==> config.mk <==
export PLATFORM = sky130hd
export DESIGN_NAME = writeback_unit_flat
export DESIGN_NICKNAME = d
export VERILOG_FILES = /design/src/rtl/core_pkg.sv /design/src/rtl/writeback_unit_if.sv /design/src/rtl/load_extend.sv /design/src/rtl/writeback_unit.sv /design/src/flat_wrapper.sv
export SDC_FILE = /design/constraint.sdc
export NUM_CORES = 1
export LEC_CHECK = 0
export ABC_CLOCK_PERIOD_IN_PS = 1900
export CORE_MARGIN = 1
export CORE_UTILIZATION = 55
export CTS_BUF_LIST = sky130_fd_sc_hd__clkbuf_16
export DETAILED_ROUTE_END_ITERATION = 16
export DONT_BUFFER_PORTS = 1
export PLACE_DENSITY = 0.79
export SYNTH_ARGS = -nofsm -noshare
export SYNTH_HDL_FRONTEND = slang
export SYNTH_SLANG_ARGS = --single-unit
==> constraint.sdc <==
create_clock -name clk -period 1.9 [get_ports clk]
set_input_delay 0.38 -clock clk [delete_from_list [all_inputs] [get_ports clk]]
set_output_delay 0.38 -clock clk [all_outputs]
set_load 0.005 [all_outputs]
==> src/rtl/core_pkg.sv <==
// Shared encodings for the write-back stage.
//   wb_sel_e : write-back source select (ALU, load data, PC+4, immediate)
//   F3_*     : load-format funct3 encodings understood by the load path
//   state_e  : write-back FSM state encoding
package core_pkg;

    typedef enum logic [1:0] {
        WB_ALU = 2'b00,
        WB_MEM = 2'b01,
        WB_PC4 = 2'b10,
        WB_IMM = 2'b11
    } wb_sel_e;

    localparam logic [2:0] F3_LB  = 3'b000;
    localparam logic [2:0] F3_LH  = 3'b001;
    localparam logic [2:0] F3_LW  = 3'b010;
    localparam logic [2:0] F3_LBU = 3'b100;
    localparam logic [2:0] F3_LHU = 3'b101;

    typedef enum logic {
        IDLE     = 1'b0,
        WAIT_MEM = 1'b1
    } state_e;

endpackage

==> src/rtl/writeback_unit_if.sv <==
// Load handshake between the write-back stage and data memory.
//   mem_req    : one-cycle load request pulse (write-back -> memory)
//   mem_rvalid : load data valid            (memory -> write-back)
//   mem_rdata  : aligned data word          (memory -> write-back)
// The load address is the ALU result, which memory takes from the datapath.
interface writeback_unit_if #(
    parameter int DATA_W = 32
);
    logic              mem_req;
    logic              mem_rvalid;
    logic [DATA_W-1:0] mem_rdata;

    modport master (
        output mem_req,
        input  mem_rvalid,
        input  mem_rdata
    );

    modport slave (
        input  mem_req,
        output mem_rvalid,
        output mem_rdata
    );
endinterface

==> src/rtl/load_extend.sv <==
// Combinational load formatter.
//   word    in  : aligned data word from memory
//   addr_lo in  : low two address bits selecting the byte/half lane
//   funct3  in  : load format (LB, LH, LW, LBU, LHU)
//   data    out : selected lane, sign- or zero-extended to DATA_W
//   legal   out : funct3 is a known load format and the address is aligned
module load_extend
    import core_pkg::*;
#(
    parameter int DATA_W = 32
) (
    input  logic [DATA_W-1:0] word,
    input  logic [1:0]        addr_lo,
    input  logic [2:0]        funct3,
    output logic [DATA_W-1:0] data,
    output logic              legal
);

    logic [7:0]  byte_lane;
    logic [15:0] half_lane;

    // NOTE: every output of an always_comb gets a default before any branch,
    // otherwise an uncovered path holds its old value and infers a latch.
    always_comb begin
        byte_lane = word[7:0];
        case (addr_lo)
            2'd1:    byte_lane = word[15:8];
            2'd2:    byte_lane = word[23:16];
            2'd3:    byte_lane = word[31:24];
            default: byte_lane = word[7:0];
        endcase
        half_lane = addr_lo[1] ? word[31:16] : word[15:0];
    end

    always_comb begin
        data  = word;
        legal = 1'b0;
        case (funct3)
            F3_LB: begin
                data  = {{(DATA_W-8){byte_lane[7]}}, byte_lane};
                legal = 1'b1;
            end
            F3_LBU: begin
                data  = {{(DATA_W-8){1'b0}}, byte_lane};
                legal = 1'b1;
            end
            F3_LH: begin
                data  = {{(DATA_W-16){half_lane[15]}}, half_lane};
                legal = ~addr_lo[0];
            end
            F3_LHU: begin
                data  = {{(DATA_W-16){1'b0}}, half_lane};
                legal = ~addr_lo[0];
            end
            F3_LW: begin
                data  = word;
                legal = (addr_lo == 2'b00);
            end
            default: begin
                data  = word;
                legal = 1'b0;
            end
        endcase
    end

endmodule

==> src/rtl/writeback_unit.sv <==
// Final pipeline stage: drives the register-file write port.
//   clk, reset          : clock and synchronous active-high reset
//   instr_valid         : instruction presented this cycle
//   reg_write_en, rd    : instruction writes register rd
//   wb_sel              : source select (ALU, MEM, PC+4, IMM)
//   funct3              : load format
//   alu_result          : ALU output, also the load address
//   pc_plus4, imm       : link value and LUI immediate
//   mem                 : load handshake with data memory (master side)
//   stall               : hold PC/fetch while a load is outstanding (combinational)
//   load_err            : one-cycle pulse on misaligned/illegal load or timeout
//   RegWrite, Rd,
//   Write_data          : registered register-file write port
module writeback_unit
    import core_pkg::*;
#(
    parameter int DATA_W      = 32,
    parameter int REG_AW      = 5,
    parameter int MEM_TIMEOUT = 16
) (
    input  logic                  clk,
    input  logic                  reset,
    input  logic                  instr_valid,
    input  logic                  reg_write_en,
    input  logic [REG_AW-1:0]     rd,
    input  logic [1:0]            wb_sel,
    input  logic [2:0]            funct3,
    input  logic [DATA_W-1:0]     alu_result,
    input  logic [DATA_W-1:0]     pc_plus4,
    input  logic [DATA_W-1:0]     imm,
    writeback_unit_if.master      mem,
    output logic                  stall,
    output logic                  load_err,
    output logic                  RegWrite,
    output logic [REG_AW-1:0]     Rd,
    output logic [DATA_W-1:0]     Write_data
);

    localparam int CNT_W = $clog2(MEM_TIMEOUT + 1);
    localparam logic [CNT_W-1:0] CNT_LAST = CNT_W'(MEM_TIMEOUT - 1);

    state_e              state;
    logic [CNT_W-1:0]    wait_cnt;

    // Fields of the outstanding load, captured at issue.
    logic [REG_AW-1:0]   cap_rd;
    logic                cap_we;
    logic [2:0]          cap_funct3;
    logic [1:0]          cap_addr_lo;

    logic [DATA_W-1:0]   wb_src;
    logic [DATA_W-1:0]   ext_data;
    logic                ext_legal;
    logic [2:0]          ext_funct3;
    logic [1:0]          ext_addr_lo;
    logic                is_load;
    logic                issue;

    // One formatter serves both phases: in IDLE it judges legality of the
    // incoming load, in WAIT_MEM it formats the returned word.
    assign ext_funct3  = (state == WAIT_MEM) ? cap_funct3  : funct3;
    assign ext_addr_lo = (state == WAIT_MEM) ? cap_addr_lo : alu_result[1:0];

    load_extend #(
        .DATA_W (DATA_W)
    ) u_load_extend (
        .word    (mem.mem_rdata),
        .addr_lo (ext_addr_lo),
        .funct3  (ext_funct3),
        .data    (ext_data),
        .legal   (ext_legal)
    );

    assign is_load = instr_valid && (wb_sel == WB_MEM);
    assign issue   = !reset && (state == IDLE) && is_load && ext_legal;

    // The request and stall must be seen in the issue cycle, so both are
    // combinational; stall falls in the cycle the response arrives.
    assign mem.mem_req = issue;
    assign stall       = issue ||
                         (!reset && (state == WAIT_MEM) && !mem.mem_rvalid);

    always_comb begin
        wb_src = alu_result;
        case (wb_sel)
            WB_PC4:  wb_src = pc_plus4;
            WB_IMM:  wb_src = imm;
            default: wb_src = alu_result;
        endcase
    end

    // NOTE: sequential state uses non-blocking assignments so every register
    // samples pre-edge values regardless of statement order.
    always_ff @(posedge clk) begin
        if (reset) begin
            state      <= IDLE;
            wait_cnt   <= '0;
            RegWrite   <= 1'b0;
            Rd         <= '0;
            Write_data <= '0;
            load_err   <= 1'b0;
        end else begin
            RegWrite <= 1'b0;
            load_err <= 1'b0;
            case (state)
                IDLE: begin
                    if (instr_valid) begin
                        if (!is_load) begin
                            // Rd/Write_data only move on a real write.
                            if (reg_write_en && (rd != '0)) begin
                                RegWrite   <= 1'b1;
                                Rd         <= rd;
                                Write_data <= wb_src;
                            end
                        end else if (ext_legal) begin
                            state       <= WAIT_MEM;
                            wait_cnt    <= '0;
                            // NOTE: the captured fields are only read in
                            // WAIT_MEM, which is always entered through here,
                            // so they need no reset.
                            cap_rd      <= rd;
                            cap_we      <= reg_write_en;
                            cap_funct3  <= funct3;
                            cap_addr_lo <= alu_result[1:0];
                        end else begin
                            load_err <= 1'b1;
                        end
                    end
                end
                WAIT_MEM: begin
                    if (mem.mem_rvalid) begin
                        state <= IDLE;
                        if (cap_we && (cap_rd != '0)) begin
                            RegWrite   <= 1'b1;
                            Rd         <= cap_rd;
                            Write_data <= ext_data;
                        end
                    end else if (wait_cnt == CNT_LAST) begin
                        // MEM_TIMEOUT waiting cycles elapsed without data.
                        state    <= IDLE;
                        load_err <= 1'b1;
                    end else begin
                        wait_cnt <= wait_cnt + 1'b1;
                    end
                end
                default: state <= IDLE;
            endcase
        end
    end

endmodule
==> src/flat_wrapper.sv <==
// flat-port wrapper written by rule: the top's interface ports become plain ports
module writeback_unit_flat import core_pkg::*;
#(
    parameter int DATA_W      = 32,
    parameter int REG_AW      = 5,
    parameter int MEM_TIMEOUT = 16
)
  (clk, reset, instr_valid, reg_write_en, rd, wb_sel, funct3, alu_result, pc_plus4, imm, stall, load_err, RegWrite, Rd, Write_data, mem_mem_req, mem_mem_rvalid, mem_mem_rdata);
  writeback_unit_if #(.DATA_W(DATA_W)) mem_i ();
  input  logic clk;
  input  logic reset;
  input  logic instr_valid;
  input  logic reg_write_en;
  input  logic [REG_AW-1:0] rd;
  input  logic [1:0] wb_sel;
  input  logic [2:0] funct3;
  input  logic [DATA_W-1:0] alu_result;
  input  logic [DATA_W-1:0] pc_plus4;
  input  logic [DATA_W-1:0] imm;
  output logic stall;
  output logic load_err;
  output logic RegWrite;
  output logic [REG_AW-1:0] Rd;
  output logic [DATA_W-1:0] Write_data;
  output wire logic [$bits(mem_i.mem_req)-1:0] mem_mem_req;
  input wire logic [$bits(mem_i.mem_rvalid)-1:0] mem_mem_rvalid;
  input wire logic [$bits(mem_i.mem_rdata)-1:0] mem_mem_rdata;
  assign mem_mem_req = mem_i.mem_req;
  assign mem_i.mem_rvalid = mem_mem_rvalid;
  assign mem_i.mem_rdata = mem_mem_rdata;
  writeback_unit #(.DATA_W(DATA_W), .REG_AW(REG_AW), .MEM_TIMEOUT(MEM_TIMEOUT)) u_core (.clk(clk), .reset(reset), .instr_valid(instr_valid), .reg_write_en(reg_write_en), .rd(rd), .wb_sel(wb_sel), .funct3(funct3), .alu_result(alu_result), .pc_plus4(pc_plus4), .imm(imm), .mem(mem_i), .stall(stall), .load_err(load_err), .RegWrite(RegWrite), .Rd(Rd), .Write_data(Write_data));
endmodule
==> run_results.csv <==
group,metric,value,unit
grt,grtUsageTotal,30.13,%
synthesis,synth_nets,589,
cells_and_area,drive_gt1_share,21.73,%
power_and_ir_drop,p_leak,0.001718,uW
outcome,violations,"negative setup slack",
timing,rsz0062_at_grt,"yes",
grt,grt_pass1_wl,16800,um
setup_path,cp.arrival,2.23,ns
timing,worst_slack,-0.1479,ns
grt,grt_max_degree,67,
detailed_routing,top_layer,"met4",
clocking,cts_buffers,5,
synthesis,synth_top_area_share,24.65,%
cells_and_area,final_core_util,70.20,%
clocking,cts_sinks,56,
synthesis,synthCells,444,
synthesis,synth_top_family_by_area,"compound AO/OA/AOI/OAI gates",
die,std_cell_rows,29,
clocking,ctsHtreeMaxLevel,2,
worst_hold_path,hold_class,"in2reg",
timing,period_share,107.8,%
timing,drv_slew,0,
detailed_routing,totalWireLength,10970,um
cells_and_area,syn2layout_area_growth,22.66,%
setup_path,cp_max_fo,4,
synthesis,ys.warnings.count,0,
placed_design,port_buffers,0,
detailed_routing,drtPass1Iterations,5,
synthesis,yosys-mux-area-fraction,15.13,%
grt,grt_overflow,0,
clocking,clk_latency,0.29,ns
synthesis,synth_compound_area_share,25.78,%
setup_path,required,2.08,ns
die,die_y,83.52,um
timing,setup_viol_count_final,20,
timing,slew_headroom,65.90,%
synthesis,synth.largest_area_cell,"dfxtp_1",
synthesis,synth_ff_type,"dfxtp_1",
placed_design,place_congestion,0.8542,
synthesis,syn_area,3655,um2
synthesis,netlist_top_cells_area,"dfxtp_1 (25%), mux2i_1 (13%), edfxtp_1 (9.0%)",
synthesis,yosys.area_share.simple,18.25,%
cells_and_area,diodes,0,
setup_path,rrSetupSlack,-0.15,ns
run,drv_cap,0,
detailed_routing,antenna_left,0,
detailed_routing,drc,0,
timing,hold_viol_final,0,
synthesis,ys_ff_latch,56,
synthesis,seq_area_frac_synth,33.69,%
die,die_w,83.52,um
die,coreArea,6386,um2
die,die_area,6975,um2
clocking,cts_tree,"yes",
detailed_routing,wl_met3,1066,um
synthesis,synth_fa_ha_area_share,0.6847,%
setup_path,critPathLaunchType,"register",
timing,clock_skew,0.004265,ns
detailed_routing,dr_wl_met2,5248,um
timing,fin_hold_ws,0.1448,ns
detailed_routing,m1WireLength,4455,um
synthesis,synth_edf_count,11,
placed_design,dp_slack,-0.1241,ns
synthesis,async_flop_share,0,%
outcome,status,"finished with violations",
clocking,root_buffer,"clkbuf_16",
detailed_routing,via_count,3520,
grt,grt_pass1_vias,3278,
timing,fin_crit,2.048,ns
cells_and_area,layout.nets,595,
placed_design,place_hpwl,7810,um
power_and_ir_drop,powerDensity,590.7,nW/um2
clocking,clockBufferDepth,2,
setup_path,path_class,"reg2reg",
cells_and_area,mostFrequentLayoutCells,"nor2_1 (79), mux2i_1 (44), dfxtp_1 (44)",
die,initial_core_util,57.23,%
synthesis,yosysUniqueCellTypes,48,
placed_design,placed_cell_area,3816,um2
detailed_routing,wire_per_inst,20.78,um
power_and_ir_drop,irDropWorstVdd,491.6,uV
synthesis,synthXorXnorAreaFrac,0.4793,%
die,ios,184,
cells_and_area,final_common_cell,"nor2_1",
grt,antenna_found_initial,0,
placed_design,placedCellCount,511,
detailed_routing,drt_iter0_drc,272,
setup_path,endpoint_kind,"register",
cells_and_area,final_cell_area,4483,um2
timing,fmax,488.3,MHz
detailed_routing,avgViaCountPerCell,6.667,
synthesis,avgSynthCellArea,8.231,um2
cells_and_area,final_cells,528,
clocking,path_clk_slew,0.07,ns
timing,worst_slew_pin_slew,0.5071,ns
## layer usage
layer	vias up	track usage (%)
met4	0	7.704
met1	1670	38.20
met3	19	10.68
li1	1661	-
met2	170	49.03
met5	-	0
## registers in the layout, indices dropped and copies added (netlist names)
name	count
u_core.state	1
u_core.load_err	1
u_core.RegWrite	1
u_core.Rd	5
u_core.cap_we	1
u_core.Write_data	32
u_core.cap_funct3	3
u_core.cap_rd	5
u_core.cap_addr_lo	2
u_core.wait_cnt	5
## report_power, final
part	switching [uW]	total [uW]	internal (uW)
clock	423	908	485
combinational	222	438	215
sequential	41.6	1300	1260
total	687	2650	1960
## Yosys cell counts (5+ instances only)
| cell | n |
|---|---|
| mux2i_1 | 47 |
| clkbuf_1 | 21 |
| o21ai_0 | 17 |
| edfxtp_1 | 11 |
| dfxtp_1 | 45 |
| a22o_1 | 6 |
| nor3_1 | 6 |
| nand2_1 | 38 |
| buf_6 | 5 |
| nand2b_1 | 5 |
| a21oi_1 | 40 |
| nand3_1 | 8 |
| o31ai_1 | 27 |
| nor2_1 | 82 |
| a221oi_1 | 26 |
| buf_2 | 7 |
| inv_1 | 7 |
| a221o_1 | 5 |
## worst max-delay path, cell delays in order, from the launching register on
cell and delay, ns:
edfxtp_1 0.42, buf_6 0.14, mux2i_4 0.27, buf_4 0.18, mux2_4 0.30, a311oi_1 0.27, o21ai_1 0.14, a22o_1 0.21
## layout make-up
| cell class | count | area [um2] |
|---|---|---|
| Sequential cell | 56 | 1235 |
| Tap cell | 77 | 96.34 |
| Clock buffer | 5 | 125.1 |
| Timing Repair Buffer | 34 | 344.1 |
| Fill cell | 487 | 1903 |
| Clock inverter | 3 | 18.77 |
| Inverter | 8 | 30.03 |
| Multi-Input combinational cell | 345 | 2634 |
## what timing repair did
item                                    4_1_cts  5_1_grt
hold buffers                                  0        0
endpoints found under the setup margin       27       38
resized for setup                            49       19
pin swaps                                    21       25
buffers inserted                              2        6
gates cloned                                  1        0
## kinds of logic after synthesis
logic type               after synthesis
AO/OA/AOI/OAI                        135
XOR/XNOR                               2
adder cells (fa/ha/maj)                2
buffers and inverters                 44
flip-flops                            56
multiplexers                          51
AND/OR/NAND/NOR                      154
## per-stage QoR
step	total power (uW)	TNS [ns]
after floorplan	1634	0
after global placement	1668	-0.5901
after detailed placement	1678	-1.064
after CTS	2612	-0.5265
after global routing	2737	-2.667
final	2648	-1.173
## final timing paths
kind                                  endpoint                              start  depth (start not counted)
max reg2reg  u_core.Write_data[7]$_SDFFE_PP0P_    u_core.cap_addr_lo[1]$_DFFE_PP_                          7
min                    u_core.state$_SDFF_PP0_                              reset                          1
max          u_core.Write_data[7]$_SDFFE_PP0P_    u_core.cap_addr_lo[1]$_DFFE_PP_                          7
min reg2reg  u_core.Write_data[8]$_SDFFE_PP0P_  u_core.Write_data[8]$_SDFFE_PP0P_                          2
Note: power is estimated with default switching activity, not from simulation.
